### src/rtl/maxpool_pkg.sv
// ============================================================================
// Module      : maxpool_pkg
// Description : Shared FSM state type and max2 compare for the 2x2 max-pool
//               scheduler. Define MAXPOOL_SIGNED_EN for signed comparisons.
// Revision    : 1.0 - initial release
// ============================================================================
`default_nettype none

package maxpool_pkg;

   localparam int MAX_W = 64;

`ifdef MAXPOOL_SIGNED_EN
   localparam bit SIGNED_CMP = 1'b1;
`else
   localparam bit SIGNED_CMP = 1'b0;
`endif

   typedef enum logic [0:0] {
      EVEN_ROW = 1'b0,
      ODD_ROW  = 1'b1
   } pool_state_e;

   // Operands arrive zero-extended; flipping the sign bit turns a signed
   // compare into an unsigned one at any DATA_W up to MAX_W.
   function automatic logic [MAX_W-1:0] max2(input logic [MAX_W-1:0] a,
                                             input logic [MAX_W-1:0] b,
                                             input logic [MAX_W-1:0] sign_mask);
      logic [MAX_W-1:0] bias;
      bias = SIGNED_CMP ? sign_mask : '0;
      return ((a ^ bias) >= (b ^ bias)) ? a : b;
   endfunction

endpackage

`default_nettype wire

### src/rtl/maxpool_linebuf.sv
// ============================================================================
// Module      : maxpool_linebuf
// Description : One-write/one-read line buffer holding horizontal pair maxima
//               of an even row; combinational read.
// Revision    : 1.0 - initial release
// ============================================================================
`default_nettype none

module maxpool_linebuf #(
   parameter int DATA_W = 16,
   parameter int DEPTH  = 16,
   parameter int AW     = (DEPTH > 1) ? $clog2(DEPTH) : 1
) (
   input  logic              clk,
   input  logic              wr_en_i,
   input  logic [AW-1:0]     wr_addr_i,
   input  logic [DATA_W-1:0] wr_data_i,
   input  logic [AW-1:0]     rd_addr_i,
   output logic [DATA_W-1:0] rd_data_o
);

   logic [DATA_W-1:0] mem_q [DEPTH];

   always_ff @(posedge clk) begin
      if (wr_en_i) begin
         mem_q[wr_addr_i] <= wr_data_i;
      end
   end

   assign rd_data_o = mem_q[rd_addr_i];

endmodule

`default_nettype wire

### src/rtl/maxpool_scheduler.sv
// ============================================================================
// Module      : maxpool_scheduler
// Description : Streaming 2x2 stride-2 max-pool over a raster frame.
//               Define MAXPOOL_SIGNED_EN for two's-complement comparisons.
// Revision    : 1.0 - initial release
// ============================================================================
`default_nettype none

module maxpool_scheduler
   import maxpool_pkg::*;
#(
   parameter int DATA_W = 16,
   parameter int IMG_W  = 32,
   parameter int IMG_H  = 32
) (
   input  logic              clk,
   input  logic              reset,
   input  logic              in_valid,
   output logic              in_ready,
   input  logic [DATA_W-1:0] in_data,
   input  logic              in_last,
   output logic              out_valid,
   input  logic              out_ready,
   output logic [DATA_W-1:0] out_data,
   output logic              out_last,
   output logic              frame_err
);

   localparam int COL_W = (IMG_W > 2) ? $clog2(IMG_W) : 1;
   localparam int ROW_W = (IMG_H > 2) ? $clog2(IMG_H) : 1;
   localparam int LB_D  = (IMG_W >= 2) ? IMG_W / 2 : 1;
   localparam int LB_AW = (LB_D > 1) ? $clog2(LB_D) : 1;
   localparam logic [MAX_W-1:0] SIGN_MASK = MAX_W'(1) << (DATA_W - 1);

   generate
      if ((IMG_W < 2) || (IMG_W % 2 != 0) || (IMG_H < 2) || (IMG_H % 2 != 0)
          || (DATA_W < 1) || (DATA_W > MAX_W)) begin : g_param_check
         $fatal(1, "maxpool_scheduler: IMG_W/IMG_H must be even and >= 2, DATA_W in 1..64");
      end
   endgenerate

   function automatic logic [DATA_W-1:0] mx(input logic [DATA_W-1:0] a,
                                            input logic [DATA_W-1:0] b);
      return DATA_W'(max2(MAX_W'(a), MAX_W'(b), SIGN_MASK));
   endfunction

   pool_state_e       state_q, state_d;
   logic [COL_W-1:0]  col_q, col_d;
   logic [ROW_W-1:0]  row_q, row_d;
   logic [DATA_W-1:0] hreg_q, hreg_d;
   logic              out_valid_q, out_valid_d;
   logic [DATA_W-1:0] out_data_q, out_data_d;
   logic              out_last_q, out_last_d;
   logic              frame_err_q, frame_err_d;

   logic              w_accept;
   logic              w_col_end;
   logic              w_row_end;
   logic              w_final_pos;
   logic              w_lb_we;
   logic [LB_AW-1:0]  w_lb_addr;
   logic [DATA_W-1:0] w_lb_rdata;
   logic [DATA_W-1:0] w_hmax;
   logic [DATA_W-1:0] w_pool;

   assign in_ready    = !out_valid_q || out_ready;
   assign w_accept    = in_valid && in_ready;
   assign w_col_end   = (col_q == COL_W'(IMG_W - 1));
   assign w_row_end   = (row_q == ROW_W'(IMG_H - 1));
   assign w_final_pos = w_col_end && w_row_end;
   assign w_lb_addr   = LB_AW'(col_q >> 1);
   assign w_hmax      = mx(hreg_q, in_data);
   assign w_pool      = mx(w_hmax, w_lb_rdata);

   maxpool_linebuf #(
      .DATA_W (DATA_W),
      .DEPTH  (LB_D),
      .AW     (LB_AW)
   ) u_linebuf (
      .clk       (clk),
      .wr_en_i   (w_lb_we),
      .wr_addr_i (w_lb_addr),
      .wr_data_i (w_hmax),
      .rd_addr_i (w_lb_addr),
      .rd_data_o (w_lb_rdata)
   );

   always_comb begin
      state_d     = state_q;
      col_d       = col_q;
      row_d       = row_q;
      hreg_d      = hreg_q;
      out_valid_d = out_valid_q && !out_ready;
      out_data_d  = out_data_q;
      out_last_d  = out_last_q && !out_ready;
      frame_err_d = 1'b0;
      w_lb_we     = 1'b0;

      if (w_accept) begin
         if (in_last != w_final_pos) begin
            // Resync: the offending pixel is dropped, any held output stays.
            frame_err_d = 1'b1;
            col_d       = '0;
            row_d       = '0;
            state_d     = EVEN_ROW;
         end else begin
            if (!col_q[0]) begin
               hreg_d = in_data;
            end else if (state_q == EVEN_ROW) begin
               w_lb_we = 1'b1;
            end else begin
               out_valid_d = 1'b1;
               out_data_d  = w_pool;
               out_last_d  = w_final_pos;
            end

            if (w_col_end) begin
               col_d   = '0;
               row_d   = w_row_end ? '0 : row_q + ROW_W'(1);
               state_d = (state_q == EVEN_ROW) ? ODD_ROW : EVEN_ROW;
            end else begin
               col_d = col_q + COL_W'(1);
            end
         end
      end
   end

   always_ff @(posedge clk) begin
      if (reset) begin
         state_q     <= EVEN_ROW;
         col_q       <= '0;
         row_q       <= '0;
         hreg_q      <= '0;
         out_valid_q <= 1'b0;
         out_data_q  <= '0;
         out_last_q  <= 1'b0;
         frame_err_q <= 1'b0;
      end else begin
         state_q     <= state_d;
         col_q       <= col_d;
         row_q       <= row_d;
         hreg_q      <= hreg_d;
         out_valid_q <= out_valid_d;
         out_data_q  <= out_data_d;
         out_last_q  <= out_last_d;
         frame_err_q <= frame_err_d;
      end
   end

   assign out_valid = out_valid_q;
   assign out_data  = out_data_q;
   assign out_last  = out_last_q;
   assign frame_err = frame_err_q;

endmodule

`default_nettype wire

### config.mk
export PLATFORM = sky130hd
export DESIGN_NAME = maxpool_scheduler
export DESIGN_NICKNAME = d
export VERILOG_FILES = /design/src/rtl/maxpool_pkg.sv /design/src/rtl/maxpool_linebuf.sv /design/src/rtl/maxpool_scheduler.sv
export SDC_FILE = /design/constraint.sdc
export NUM_CORES = 1
export LEC_CHECK = 0
export ABC_AREA = 1
export CAP_MARGIN = 20
export CORE_ASPECT_RATIO = 1.25
export CORE_MARGIN = 4
export CORE_UTILIZATION = 62
export CTS_CLUSTER_DIAMETER = 40
export DETAILED_ROUTE_END_ITERATION = 7
export PLACE_DENSITY = 0.81
export SETUP_SLACK_MARGIN = 0.5
export SYNTH_ARGS = -nofsm -noshare
export SYNTH_HDL_FRONTEND = slang
export SYNTH_HIERARCHICAL = 1
export SYNTH_SLANG_ARGS = --single-unit
### constraint.sdc
create_clock -name clk -period 4.6 [get_ports clk]
set_input_delay 0.92 -clock clk [delete_from_list [all_inputs] [get_ports clk]]
set_output_delay 0.92 -clock clk [all_outputs]
set_load 0.05 [all_outputs]
==> results of run 1 <==
power breakdown:
group	switching (mW)	internal [mW]	total (mW)
Clock	1.16	1.68	2.84
Combinational	0.353	0.181	0.533
Sequential	0.00967	3.05	3.06
layout by cell type, fill, tap and decap left out, drive strengths merged:
cell type	Yosys	routed
and2	15	15
o21bai	2	2
ha	36	36
dfxtp	46	46
o21a	18	18
nand3	249	250
nor3	11	11
o21ai	25	25
clkbuf	16	41
clkinvlp	0	2
edfxtp	256	256
inv	285	293
buf	52	60
a21oi	37	37
a31oi	1	1
nand4	19	19
clkinv	1	10
or2	1	1
nand2	423	423
a211oi	1	1
bufinv	0	3
nor2	31	31
clkdlybuf4s50	0	40
flip-flops by register name (all words and copies together) (netlist names):
name,count
state_q,1
row_q,5
out_data,16
out_valid,1
out_last,1
u_linebuf/mem_q,256
col_q,5
hreg_q,16
frame_err,1
layout make-up:
cell class | count | share of cell area (%)
sequential | 302 | 51.8
timing repair buffer | 100 | 5.39
clock inverter | 22 | 1.55
multi-input combinational | 870 | 26.9
tap | 288 | 2.17
inverter | 286 | 6.47
clock buffer | 41 | 5.66
critical path, cell delays in order:
cell	delay [ps]
clkdlybuf4s50_1	470
inv_1	70
ha_1	320
a21oi_1	170
o21ai_1	120
nor2_4	120
buf_12	150
buf_4	120
nand3_1	130
and2_1	220
ha_1	310
nand4_1	210
nor3_4	290
buf_4	160
nand2_4	110
buf_4	190
nand4_1	110
nand3_2	90
nand2_1	110
inv_1	40
final timing paths:
| check | start | to | slack (ps) | depth (start not counted) |
|---|---|---|---|---|
| max | in_data[13] | out_data[15] | 550 | 20 |
| min reg2reg | hreg_q[7] | hreg_q[7] | 490 | 2 |
| max reg2reg | col_q[2] | out_data[15] | 780 | 16 |
| min | hreg_q[7] | hreg_q[7] | 490 | 2 |
through the flow:
stage,hold WS [ps],utilization (%),worst slack (ps),area (sq um),power [mW]
after floorplan,435,-,900,14500,3.46
after global placement,445,66.2,220,15300,3.59
after detailed placement,477,66.2,81.8,15300,3.61
after CTS,484,71.4,609,16500,6.42
after global routing,511,72.1,464,16600,6.62
final,486,72.1,545,16600,6.43
kinds of logic (layout without fill, tap and decap cells):
group / count (synthesis) / after routing / share of synthesized area (%)
AO/OA/AOI/OAI: 84 / 84 / 3.45
adder cells (fa/ha/maj): 36 / 36 / 3.10
AND/OR/NAND/NOR: 749 / 750 / 23.6
buffers and inverters: 354 / 449 / 10.6
flip-flops: 302 / 302 / 59.3
layer usage:
metal  vias up  global-route usage [%]  wire length [um]
met5         -                       0                 0
met4         0                    11.0              1410
met3       120                    4.14              3030
met2       579                    47.0             17700
met1      5146                    33.8             13000
li1       5093                       -                 -
timing repair:
| item | 4_1_cts | 5_1_grt |
|---|---|---|
| resized for setup | 0 | 10 |
| endpoints found under the setup margin | 0 | 16 |
| buffers inserted | 0 | 10 |
==> results.cfg, run 1 <==
[placed_design]
io_buffers = 40
dp_hpwl_mm = 20.8
gp_congestion = 0.909
dp_cells = 1835

[detailed_routing]
dr_total_vias = 10900
drt-total-wl_mm = 35.2
avgRoutedWirePerCell_um = 18.4
first_pass_iters = 5
drc = 0
drt-initial-drc-count = 1061
vias_per_cell = 5.73
ant_nets = 0

[yosys]
seq_area_frac_synth_pct = 59.3
synth_edf_count = 256
async_flop_share_pct = 0
synth_nets = 1582
synthTopCellsByArea = edfxtp_1 53%, nand2_1 11%, nand3_1 7.8%, inv_1 7.2%, dfxtp_1 6.3%
yosysWarnings = 6
yosysUniqueCellTypes = 38
synthCells = 1525
synth_area_sq_mm = 0.0145
avgSynthCellArea_sq_um = 9.52
yosysMostFrequentCell = nand2_1
ys_ff_latch = 302
synth_largest_area_cell = edfxtp_1
synth_top_area_share_pct = 52.9
synth_top_flop_cell = edfxtp_1
synth_common_cells = 407 x nand2_1, 278 x inv_1, 256 x edfxtp_1, 227 x nand3_1, 46 x dfxtp_1

[hold_path]
min_path_type = register to register

[cts]
cts-root-buf = clkbuf_16
clk_pin_slew_ps = 50
cts_sinks = 302
cts_tree = done
cts_max_level = 2
insertion_delay_ps = 520
cts_max_path_buffers = 3
cts_hold_buf = 0
numCtsBuffers = 35

[grt]
grt_remaining_overflow = 0
grt_use_total_pct = 27.1
grt_pass1_vias = 10500
grt_pass1_wl_mm = 54.4
antenna_found_initial = 0
grt_max_degree = 132

[sta]
max_freq_mhz = 247
period_share_pct = 88.1
hold_violations = 0
slew_headroom_pct = 40.0
rsz0062_at_grt = false
tightest_slew_ps = 898
drv_slew = 0
final-setup-viol-count = 0
period_needed_ps = 4050
finClkSkew_ps = 17.7
setup_tns_ps = 0

[critical_path]
required_ps = 5010
startpoint_type = primary input
crit_arrival_ps = 4460
critPathCaptureType = register
path_max_fanout = 13
worstSetupPathType = primary input to register

[floorplanning]
fp-row-count = 62
initial_core_util_pct = 63.0
io_pins = 41
die_h_um = 179
die-area_sq_mm = 0.0260
fp.dieW_um = 145
core-area_sq_mm = 0.0230

[cells_and_area]
num-fill-cells = 1457
multiInputGateArea_sq_mm = 0.00448
diodes = 0
finalNetCount = 1652
syn2layout_area_growth_pct = 14.4
seqCellArea_sq_mm = 0.00861
final_cell_count_no_fill = 1909
final_layout_size_suffix_gt1_share_pct = 11.8

[power]
leakagePower_nw = 7.24
max-vdd-ir-drop_uv = 442
cellPowerDensity_mw_per_mm2 = 387

[outcome]
status = completed

[job]
drv_cap = 0
No activity file was read; power rests on OpenSTA's default activity.
==> run 2, diff against run 1 <==
Settings changed: CORE_UTILIZATION 62 to 56, HOLD_SLACK_MARGIN from default to 0.02, PLACE_DENSITY 0.81 to 0.77.
Clock period 4.6 ns to 3.3 ns, I/O delays scaled along.
==> run 2 against run 1 <==
Against the previous run:
- the flow now finishes with violations (negative setup slack)
- first-iteration DRC count rose by 25%
- worst hold slack got worse by 5.6 ps
- combinational power up 97%
- clock skew down 1.7 ps
- cell count rose by 7.8%
- global-route usage is 0.61 points lower
- critical endpoint is now out_data[7]
- largest cell class unchanged
- largest power group unchanged
==> results.cfg, run 2 (synthesized netlist as in run 1, its figures left out) <==
[outcome]
status = finished, violations left
violations = negative setup slack

[hold_path]
min-delay-start = out_last
worstHoldPathCells = 2
min_path_type = register to register
hold_path_end = out_last

[sta]
period_needed_ps = 3430
drv_slew = 0
max_freq_mhz = 292
period_share_pct = 104
holdWs_ps = 481
slew_headroom_pct = 48.6
finClkSkew_ps = 16.0
hold_violations = 0
rsz0062_at_grt = true
tightest_slew_ps = 770
setup_tns_ps = -700
setup_ws_ps = -130
final-setup-viol-count = 16

[grt]
grt_pass1_vias = 11500
grt_remaining_overflow = 0
antenna_found_initial = 0
grt_use_total_pct = 26.5
grt_pass1_wl_mm = 60.7
grt_max_degree = 119

[cells_and_area]
num-fill-cells = 1562
largest_reg_flops = 256
largest_register = u_linebuf/mem_q
finalNetCount = 1754
diodes = 0
final_cell_mix = 389 x nand2_1, 257 x inv_1, 256 x edfxtp_1
final_layout_size_suffix_gt1_share_pct = 24.2
layout_commonest_cell = nand2_1
seqCellArea_sq_mm = 0.00862
multiInputGateArea_sq_mm = 0.00508
syn2layout_area_growth_pct = 26.5

[cts]
numCtsBuffers = 34
cts_max_path_buffers = 3
cts-root-buf = clkbuf_16
cts_hold_buf = 0
cts_max_level = 2
cts_sinks = 302
cts_tree = done
clk_pin_slew_ps = 60
insertion_delay_ps = 520

[detailed_routing]
met2_length_mm = 20.9
route.met3.wl_mm = 3.52
drt-total-wl_mm = 40.5
wl_met1_mm = 14.0
drc = 0
vias_per_cell = 5.68
ant_nets = 0
dr_total_vias = 11700
first_pass_iters = 5
drt-initial-drc-count = 1327
dr.max_layer_used = met4
avgRoutedWirePerCell_um = 19.7

[floorplanning]
core-area_sq_mm = 0.0254
die-area_sq_mm = 0.0286
fp.dieW_um = 152
io_pins = 41
fp-row-count = 65
die_h_um = 188
initial_core_util_pct = 57.2

[critical_path]
worstSetupPathType = primary input to register
critPathCaptureType = register
path_max_fanout = 8
r2r-start = hreg_q[11]
crit_arrival_ps = 3850
startpoint_type = primary input
required_ps = 3720
rrSetupSlack_ps = -100
worst_r2r_endpoint = out_data[7]
reg2reg_depth = 17

[power]
cellPowerDensity_mw_per_mm2 = 502
pwr-share-clk_pct = 42.2
power.share.switching_pct = 24.1
seqPwrFrac_pct = 46.3
max-vdd-ir-drop_uv = 395
p_switching_mw = 2.22
leakagePower_nw = 7.94
combinationalPowerShare_pct = 11.4
p_int_mw = 7.00

[placed_design]
gp_congestion = 0.889
io_buffers = 40
dp_hpwl_mm = 22.2

[job]
drv_cap = 0
run 2: changes by cell type in the layout (fill, tap and decap cells not counted), moves of 16 or more:
cell / previous run / this run
clkdlybuf4s50_1: 40 / 24
buf_4: 56 / 118
nand2_1: 406 / 389
inv_2: 6 / 23
ha_4: 2 / 26
ha_1: 34 / 9
buf_6: 0 / 20
nand3_1: 227 / 211
inv_1: 278 / 257
run 2: layout make-up:
cell class | count | share of cell area [%]
sequential | 302 | 46.9
multi-input combinational | 870 | 27.6
timing repair buffer | 203 | 10.9
inverter | 286 | 5.98
clock buffer | 35 | 4.65
tap | 335 | 2.28
clock inverter | 26 | 1.60
run 2: what timing repair did:
action / in CTS / in global routing
pin swaps: 64 / 36
cloned: 3 / 3
buffers inserted: 30 / 13
gates resized for setup: 139 / 52
setup endpoints to repair: 272 / 282
run 2: routing by layer:
| layer | vias to the layer above | GRT usage (%) |
|---|---|---|
| met3 | 173 | 4.06 |
| met1 | 5529 | 31.6 |
| met5 | - | 0 |
| met2 | 675 | 47.4 |
| met4 | 0 | 11.6 |
| li1 | 5310 | - |
run 2: stage by stage:
step	instance area (sq um)	util (%)	setup slack, ps	total power [mW]	cells
global route	18400	72.4	-204	9.49	2057
CTS	18000	70.9	150	9.10	2041
detailed placement	16100	63.5	-728	5.18	1947
finish	18400	72.4	-130	9.21	2057
global placement	16100	63.5	-623	5.15	1947
floorplan	14800	-	144	4.88	1525
run 2: power by group through the flow:
stage | Combinational [mW] | Sequential (mW) | Clock [mW]
after global placement | 0.802 | 4.35 | 0
after global routing | 1.13 | 4.27 | 4.09
after CTS | 0.931 | 4.27 | 3.90
after floorplan | 0.526 | 4.35 | 0
after detailed placement | 0.832 | 4.35 | 0
final | 1.05 | 4.27 | 3.89
run 2: critical path: stages:
cell and delay (ps):
dlygate4sd2_1 220, inv_2 50, ha_1 280, nand2_1 50, nor2_1 120, nand2_1 80
nand2_2 120, nand2_4 110, nand2_8 120, buf_4 120, nand2_1 70, and2_4 160
ha_4 270, nand4_1 150, nor3_4 400, nand2_4 170, buf_12 170, buf_16 130
nand4_1 130, nand3_2 100, nand2_1 120, inv_1 40
run 2: worst max-delay path by stage:
stage                      from      endpoint  slack (ps)  cells past startpoint
finish               in_data[4]   out_data[7]        -130                     22
global route        in_data[12]   out_data[7]        -200                     20
CTS                   hreg_q[1]  out_data[13]         150                     22
detailed placement   in_data[7]   out_data[0]        -730                     21
global placement     in_data[1]   out_data[3]        -620                     22
floorplan            in_data[9]   out_data[0]         140                     21
